## config.mk

```make
export PLATFORM = sky130hd
export DESIGN_NAME = pc_call_stack
export DESIGN_NICKNAME = d
export VERILOG_FILES = /design/src/rtl/pc_call_stack.sv
export SDC_FILE = /design/constraint.sdc
export NUM_CORES = 1
export LEC_CHECK = 0
export ABC_AREA = 1
export BUFFER_PORTS_ARGS = -buffer_cell sky130_fd_sc_hd__buf_2
export CORE_MARGIN = 3
export CORE_UTILIZATION = 63
export DETAILED_ROUTE_END_ITERATION = 10
export PLACE_DENSITY = 0.85
export SLEW_MARGIN = 20
export SYNTH_ARGS = -nofsm -noshare
export SYNTH_HDL_FRONTEND = slang
export SYNTH_SLANG_ARGS = --single-unit
```

## constraint.sdc

```tcl
create_clock -name clk_i -period 5.02 [get_ports clk_i]
set_clock_uncertainty 0.1 [all_clocks]
set_input_delay 0.251 -clock clk_i [delete_from_list [all_inputs] [get_ports clk_i]]
set_output_delay 0.251 -clock clk_i [all_outputs]
set_load 0.01 [all_outputs]
```

## src/rtl/pc_call_stack.sv

```systemverilog
// Program counter with a LIFO return-address stack (increment, load, call, return).
// Latency: 1 clock for every command; addr/depth/flags are registered.
// Backpressure: none; one command per clock, overflow/underflow flagged sticky instead of stalling.
module pc_call_stack #(
    parameter int          ADDR_W      = 12,
    parameter int          STACK_DEPTH = 4,
    parameter int unsigned RESET_ADDR  = 0
) (
    input  logic                                   clk_i,
    input  logic                                   reset_i,
    input  logic                                   incPC_i,
    input  logic                                   loadPC_i,
    input  logic                                   call_i,
    input  logic                                   ret_i,
    input  logic                                   clr_err_i,
    input  logic [ADDR_W-1:0]                      newaddr_i,
    output logic [ADDR_W-1:0]                      addr_o,
    output logic [$clog2(STACK_DEPTH+1)-1:0]       depth_o,
    output logic                                   stack_empty_o,
    output logic                                   stack_full_o,
    output logic                                   overflow_o,
    output logic                                   underflow_o
);

    localparam int DEPTH_W = $clog2(STACK_DEPTH + 1);

    logic [ADDR_W-1:0]  addr_q, addr_d;
    logic [DEPTH_W-1:0] depth_q, depth_d;
    logic               ovf_q, ovf_d;
    logic               unf_q, unf_d;

    // Return-address storage; deliberately not reset, entries above depth are never read.
    logic [ADDR_W-1:0]  stack_q [STACK_DEPTH];

    logic [ADDR_W-1:0]  addr_inc;
    logic [ADDR_W-1:0]  top;
    logic               empty;
    logic               full;
    logic               push_en;
    logic               ovf_evt;
    logic               unf_evt;

    assign addr_inc = addr_q + 1'b1;
    assign empty    = (depth_q == '0);
    assign full     = (depth_q == DEPTH_W'(STACK_DEPTH));

    // Select the top-of-stack entry (stack[depth-1]) without an out-of-range index.
    always_comb begin
        top = '0;
        for (int i = 0; i < STACK_DEPTH; i++) begin
            if (depth_q == DEPTH_W'(i + 1)) begin
                top = stack_q[i];
            end
        end
    end

    // Next-state decode: ret > call > loadPC > incPC, lower strobes ignored entirely.
    always_comb begin
        addr_d  = addr_q;
        depth_d = depth_q;
        push_en = 1'b0;
        ovf_evt = 1'b0;
        unf_evt = 1'b0;
        if (ret_i) begin
            if (empty) begin
                unf_evt = 1'b1;
            end else begin
                addr_d  = top;
                depth_d = depth_q - 1'b1;
            end
        end else if (call_i) begin
            if (full) begin
                ovf_evt = 1'b1;
            end else begin
                push_en = 1'b1;
                addr_d  = newaddr_i;
                depth_d = depth_q + 1'b1;
            end
        end else if (loadPC_i) begin
            addr_d = newaddr_i;
        end else if (incPC_i) begin
            addr_d = addr_inc;
        end
        // A fault in the same cycle as clr_err must survive the clear.
        ovf_d = (ovf_q & ~clr_err_i) | ovf_evt;
        unf_d = (unf_q & ~clr_err_i) | unf_evt;
    end

    // Control state: address, stack depth and sticky error flags.
    always_ff @(posedge clk_i or negedge reset_i) begin
        if (!reset_i) begin
            addr_q  <= ADDR_W'(RESET_ADDR);
            depth_q <= '0;
            ovf_q   <= 1'b0;
            unf_q   <= 1'b0;
        end else begin
            addr_q  <= addr_d;
            depth_q <= depth_d;
            ovf_q   <= ovf_d;
            unf_q   <= unf_d;
        end
    end

    // Push the return address into the slot addressed by the current depth.
    always_ff @(posedge clk_i) begin
        for (int i = 0; i < STACK_DEPTH; i++) begin
            if (push_en && depth_q == DEPTH_W'(i)) begin
                stack_q[i] <= addr_inc;
            end
        end
    end

    assign addr_o        = addr_q;
    assign depth_o       = depth_q;
    assign stack_empty_o = empty;
    assign stack_full_o  = full;
    assign overflow_o    = ovf_q;
    assign underflow_o   = unf_q;

endmodule

```

# Word-level counts from Yosys, hierarchy flattened
# Memories as Yosys holds them, arrays and structs flattened.
# Index checks and enable logic that the tools add are counted.
[totals]
out_inout_bits = 19
mem_count = 1
wordCells = 71
in_bits = 19
register_bits = 17
mem_bits_rw = 48
[classes]
bitwise_logic = 5
n_addsub = 3
n_eq_ne = 7
n_reduce_logical = 12
mux = 39
[mem_list]
columns = ["memory", "words", "word_bits", "rd", "rd_clocked_by_memory_dff", "wr", "line", "source"]
rows = [
  ["stack_q", 4, 12, 4, 0, 1, "33", "logic [ADDR_W-1:0] stack_q [STACK_DEPTH];"],
]
[op_table]
columns = ["cell", "count"]
rows = [
  ["12-bit 2-to-1 mux", 13],
  ["12-bit OR reduction", 3],
  ["1-bit 2-to-1 mux", 19],
  ["12-bit by 1-bit adder with 12-bit output, second input constant", 1],
  ["3-bit 2-to-1 mux", 4],
  ["3-bit by 2-bit == test with 1-bit output, second input constant", 2],
  ["2-bit 2-to-1 mux", 3],
  ["3-bit AND reduction", 2],
  ["1-bit logical AND", 4],
  ["2-bit != test, second input constant", 2],
  ["4-bit nonzero test", 1],
  ["3-bit by 1-bit adder with 3-bit output, second input constant", 1],
  ["3-bit by 1-bit == test with 1-bit output, second input constant", 1],
  ["3-bit == test, second input constant", 1],
  ["3-bit zero test", 1],
  ["3-bit != test, second input constant", 1],
  ["3-bit by 1-bit subtractor with 3-bit output, second input constant", 1],
  ["1-bit bitwise AND", 2],
  ["1-bit bitwise OR", 2],
  ["2-bit nonzero test", 1],
  ["1-bit NOT", 1],
]

# Depth between registers and ports, before layout
[logic_depth]
word_depth = 11
ltp_mapped = 13
depth_no_buf = 12

# Worst setup path before layout
# OpenSTA, ideal clock, no wires.
[synth_path]
path_kind = "register -> register"
start = "register depth_q[0], in the netlist depth_o[0]"
end = "memory stack_q[2][0], enable pin"
path_slack_ns = 2.637
setup_time_ns = 0.396
stages_incl_launch_ff = 6
path_buffers = 1
period_less_slack_ns = 2.383
arrival_time_ns = 1.887
required_ns = 4.524
cell_sequence = "dfrtp_1 -> inv_1 -> ha_1 -> inv_2 -> buf_2 -> nor3_1"
[synth_via]
elab_chain_cells = 11
word_cells_on_any_way = 29
classes_between = "eq/ne (4); mux (17); reduce/logical (8)"
[synth_rtl]
columns = ["element", "line", "source"]
rows = [
  ["start, declared", "28", "logic [DEPTH_W-1:0] depth_q, depth_d;"],
  ["start signal, assigned", "98", "depth_q <= depth_d;"],
  ["3-bit == test", "45", "assign full = (depth_q == DEPTH_W'(STACK_DEPTH));"],
  ["1-bit 2-to-1 mux", "72", "if (full) begin"],
  ["1-bit 2-to-1 mux", "71", "end else if (call_i) begin"],
  ["1-bit 2-to-1 mux", "64", "if (ret_i) begin"],
  ["1-bit logical AND", "107", "if (push_en && depth_q == DEPTH_W'(i)) begin"],
  ["1-bit 2-to-1 mux", "107", ""],
  ["1-bit 2-to-1 mux (implied by the code)", "108", "stack_q[i] <= addr_inc;"],
  ["12-bit OR reduction (no source line)", "n/a", ""],
  ["2-bit 2-to-1 mux (no source line) / 1-bit 2-to-1 mux (equally long branches) (3 in a row)", "n/a", ""],
  ["end, declared", "33", ""],
]
# Parallel ways exist; a longest one is shown, timed or not.

# Final worst setup path
[layout_path]
start = "register depth_q[2], in the netlist depth_o[2]"
end = "memory stack_q[3][10], enable pin"
# The elaborated chain is that of the path after synthesis.

==> results.cfg <==
[power_and_ir_drop]
ir_drop_mv = 0.448
pwr_density_cell_mw_per_mm2 = 562
power_mw = 2.14
p_leak_nw = 1.73

[worst_setup_path]
crit_type = flop to flop
slowest_delay_ps = 840
critPathTopFamily = simple AND/OR/NAND/NOR gates
worst_path_most_repeated_cell = inv_1
cp_slowest_cell = nor2_1
crit_path_end_kind = flop
worst_r2r_path_depth = 4
cp.arrival_ps = 2730
cp.depth = 4
path_max_fanout = 20
critPathRequiredTime_ps = 4880
crit_buf_inv = 2
worstPathCellList = inv_1, ha_1, inv_1, nor2_1
cp-start-kind = flop
ff2ff_setup_slack_ps = 2150

[global_routing]
grt_pass1_vias = 2538
overflow = 0
grt_pass1_wl_um = 12500
antenna_found_initial = 0
grtUsageTotal_pct = 26.8
grt_max_degree = 27

[cells_and_area]
instances_no_fill = 500
final_area_mm2 = 0.00382
drive_above_1_share_pct = 16.9
area_growth_pct = 14.0
final_core_util_pct = 77.2
fin_nets = 454
antennaDiodeCount = 0

[drt]
antenna_left = 0
drtIter0Drc = 243
firstDrtPassIters = 5
wirelength_um = 7600
via_per_inst = 5.51
drt-wirelength-per-cell_um = 15.2
vias = 2754
drc = 0

[yosys]
ys_types = 30
syn_inst = 388
yosysSeqAreaShare_pct = 55.7
avgSynthCellArea_um2 = 8.63
yosysWarningCount = 0
synth_fp_nets = 414
ys_ff_latch = 65
netlist_area_mm2 = 0.00335

[clock_tree]
clockRootBuffer = clkbuf_8
cts_tree = done
cts_made_buffers = 9
htree_levels = 3
path_clk_slew_ps = 70
clock-sinks = 65
clk_path_buf_depth = 2
worstSkewPairLatency_ps = 330

[place]
dp_cells = 482
gp_congestion = 0.896
pre_cts_ws_ps = 2140
place_area_mm2 = 0.00356
dp_hpwl_um = 5110
port_buffers = 37

[timing]
drv_slew = 0
slew_headroom_pct = 32.1
max_freq_ghz = 0.348
layout_setup_ws_ps = 2150
hold_violations = 0
setup_violations = 0
period_needed_ps = 2870
rsz0062_at_grt = false
fin_crit_sh_pct = 57.3
fin_setup_tns_ps = 0
tightest_slew_ps = 1020
timing.hold.ws_ps = 220

[job]
drv_cap = 0

[floorplanning]
row_count = 25
die_h_um = 78.9
pin_count = 38
start_util_pct = 67.8
dieArea_mm2 = 0.00623
die_x_um = 78.9
core_mm2 = 0.00494

[worst_hold_path]
hp-class = primary input to flop
hold_path_depth = 7

[status]
status = complete, no violations
layout by cell type, fill, tap and decap left out, types with 2 or more instances in the layout:
cell type / count
dfrtp_1: 17
ha_1: 7
o21ai_0: 6
nand3b_1: 2
nor3_1: 3
buf_4: 4
nand3_1: 20
inv_1: 29
nand2_1: 122
a21boi_1: 4
o21ai_1: 12
buf_2: 37
bufinv_16: 2
nand2_2: 3
nor2_1: 63
inv_2: 5
a21oi_1: 15
clkbuf_1: 2
edfxtp_1: 48
clkbuf_8: 12
xor2_1: 3
nor2_2: 5
or2_1: 2
dlygate4sd3_1: 2
layout make-up:
type	count	area (um2)
tap	67	83.8
clock buffer	14	173
inverter	35	134
clock inverter	2	60.1
fill	368	1120
timing repair buffer	43	235
multi-input combinational	274	1260
sequential	65	1870
final timing paths:
check / startpoint / endpoint
hold reg to reg: overflow_o / overflow_o
max in group asynchronous: reset_i / addr_o[6]
setup / recovery: depth_o[2] / stack_q[3][10]
hold / removal: newaddr_i[8] / addr_o[8]
setup reg to reg: depth_o[2] / stack_q[3][10]
min in group asynchronous: reset_i / depth_o[1]
layer usage:
| layer | part of all wire (%) | wire (um) | vias to the layer above | global-route usage (%) |
|---|---|---|---|---|
| met5 | 0 | 0 | - | 0 |
| met4 | 1.6 | 119 | 0 | 9.79 |
| met3 | 10 | 790 | 13 | 6.46 |
| met2 | 47 | 3570 | 160 | 42.7 |
| met1 | 41 | 3120 | 1257 | 36.0 |
| li1 | - | - | 1324 | - |
power by group:
group / leakage, nW / switching, mW / total, mW / internal [mW]
clock network: 0.117 / 0.192 / 0.513 / 0.321
registers: 0.646 / 0.108 / 0.853 / 0.745
logic: 0.972 / 0.532 / 0.779 / 0.247
total: 1.73 / 0.831 / 2.14 / 1.31
kinds of logic after synthesis:
logic type	count (synthesis)	share of synthesized area (%)
XOR/XNOR	3	0.785
flip-flops	65	55.7
adder cells (fa/ha/maj)	7	2.61
AND/OR/NAND/NOR	225	28.1
AO/OA/AOI/OAI	39	6.31
buffers and inverters	49	6.50
what timing repair did:
| item | CTS | global route |
|---|---|---|
| setup buffers | 0 | 0 |
| endpoints found under the hold margin | 18 | 0 |
| resized for setup | 0 | 0 |
| hold buffers | 2 | 0 |
flip-flops by register name (all words and copies together) (netlist names):
signal	count
underflow_o	1
depth_o	3
overflow_o	1
addr_o	12
stack_q	48
worst register-to-register path, cell delays in order, from the launching register on:
cell and delay (ps):
dfrtp_1 530, inv_1 160, ha_1 630, inv_1 250
nor2_1 840
cell usage after synthesis:
cell      count  area share [%]
a21oi_1      15             2.2
inv_1        29             3.2
nand2_2       3            0.56
nand3b_1      2            0.45
nor2_2        5            0.93
nor2_4        1            0.34
nor2_1       63             7.1
a21boi_1      4            0.90
nand2_4       1            0.34
nand4_1       1            0.19
nand3_1      20             3.0
ha_1          7             2.6
nand2_1     122              14
dfrtp_1      17              13
o21ai_2       1            0.26
buf_4         2            0.45
clkbuf_1      3            0.34
inv_2         5            0.56
nand3_4       1            0.52
buf_6         2            0.67
buf_2         7             1.0
a22oi_1       1            0.22
nor3_1        3            0.45
edfxtp_1     48              43
xor2_1        3            0.78
inv_4         1            0.19
or2_1         2            0.37
or2_0         1            0.19
o21ai_0       6            0.90
o21ai_1      12             1.8
Note: power is estimated with default switching activity, not from simulation.
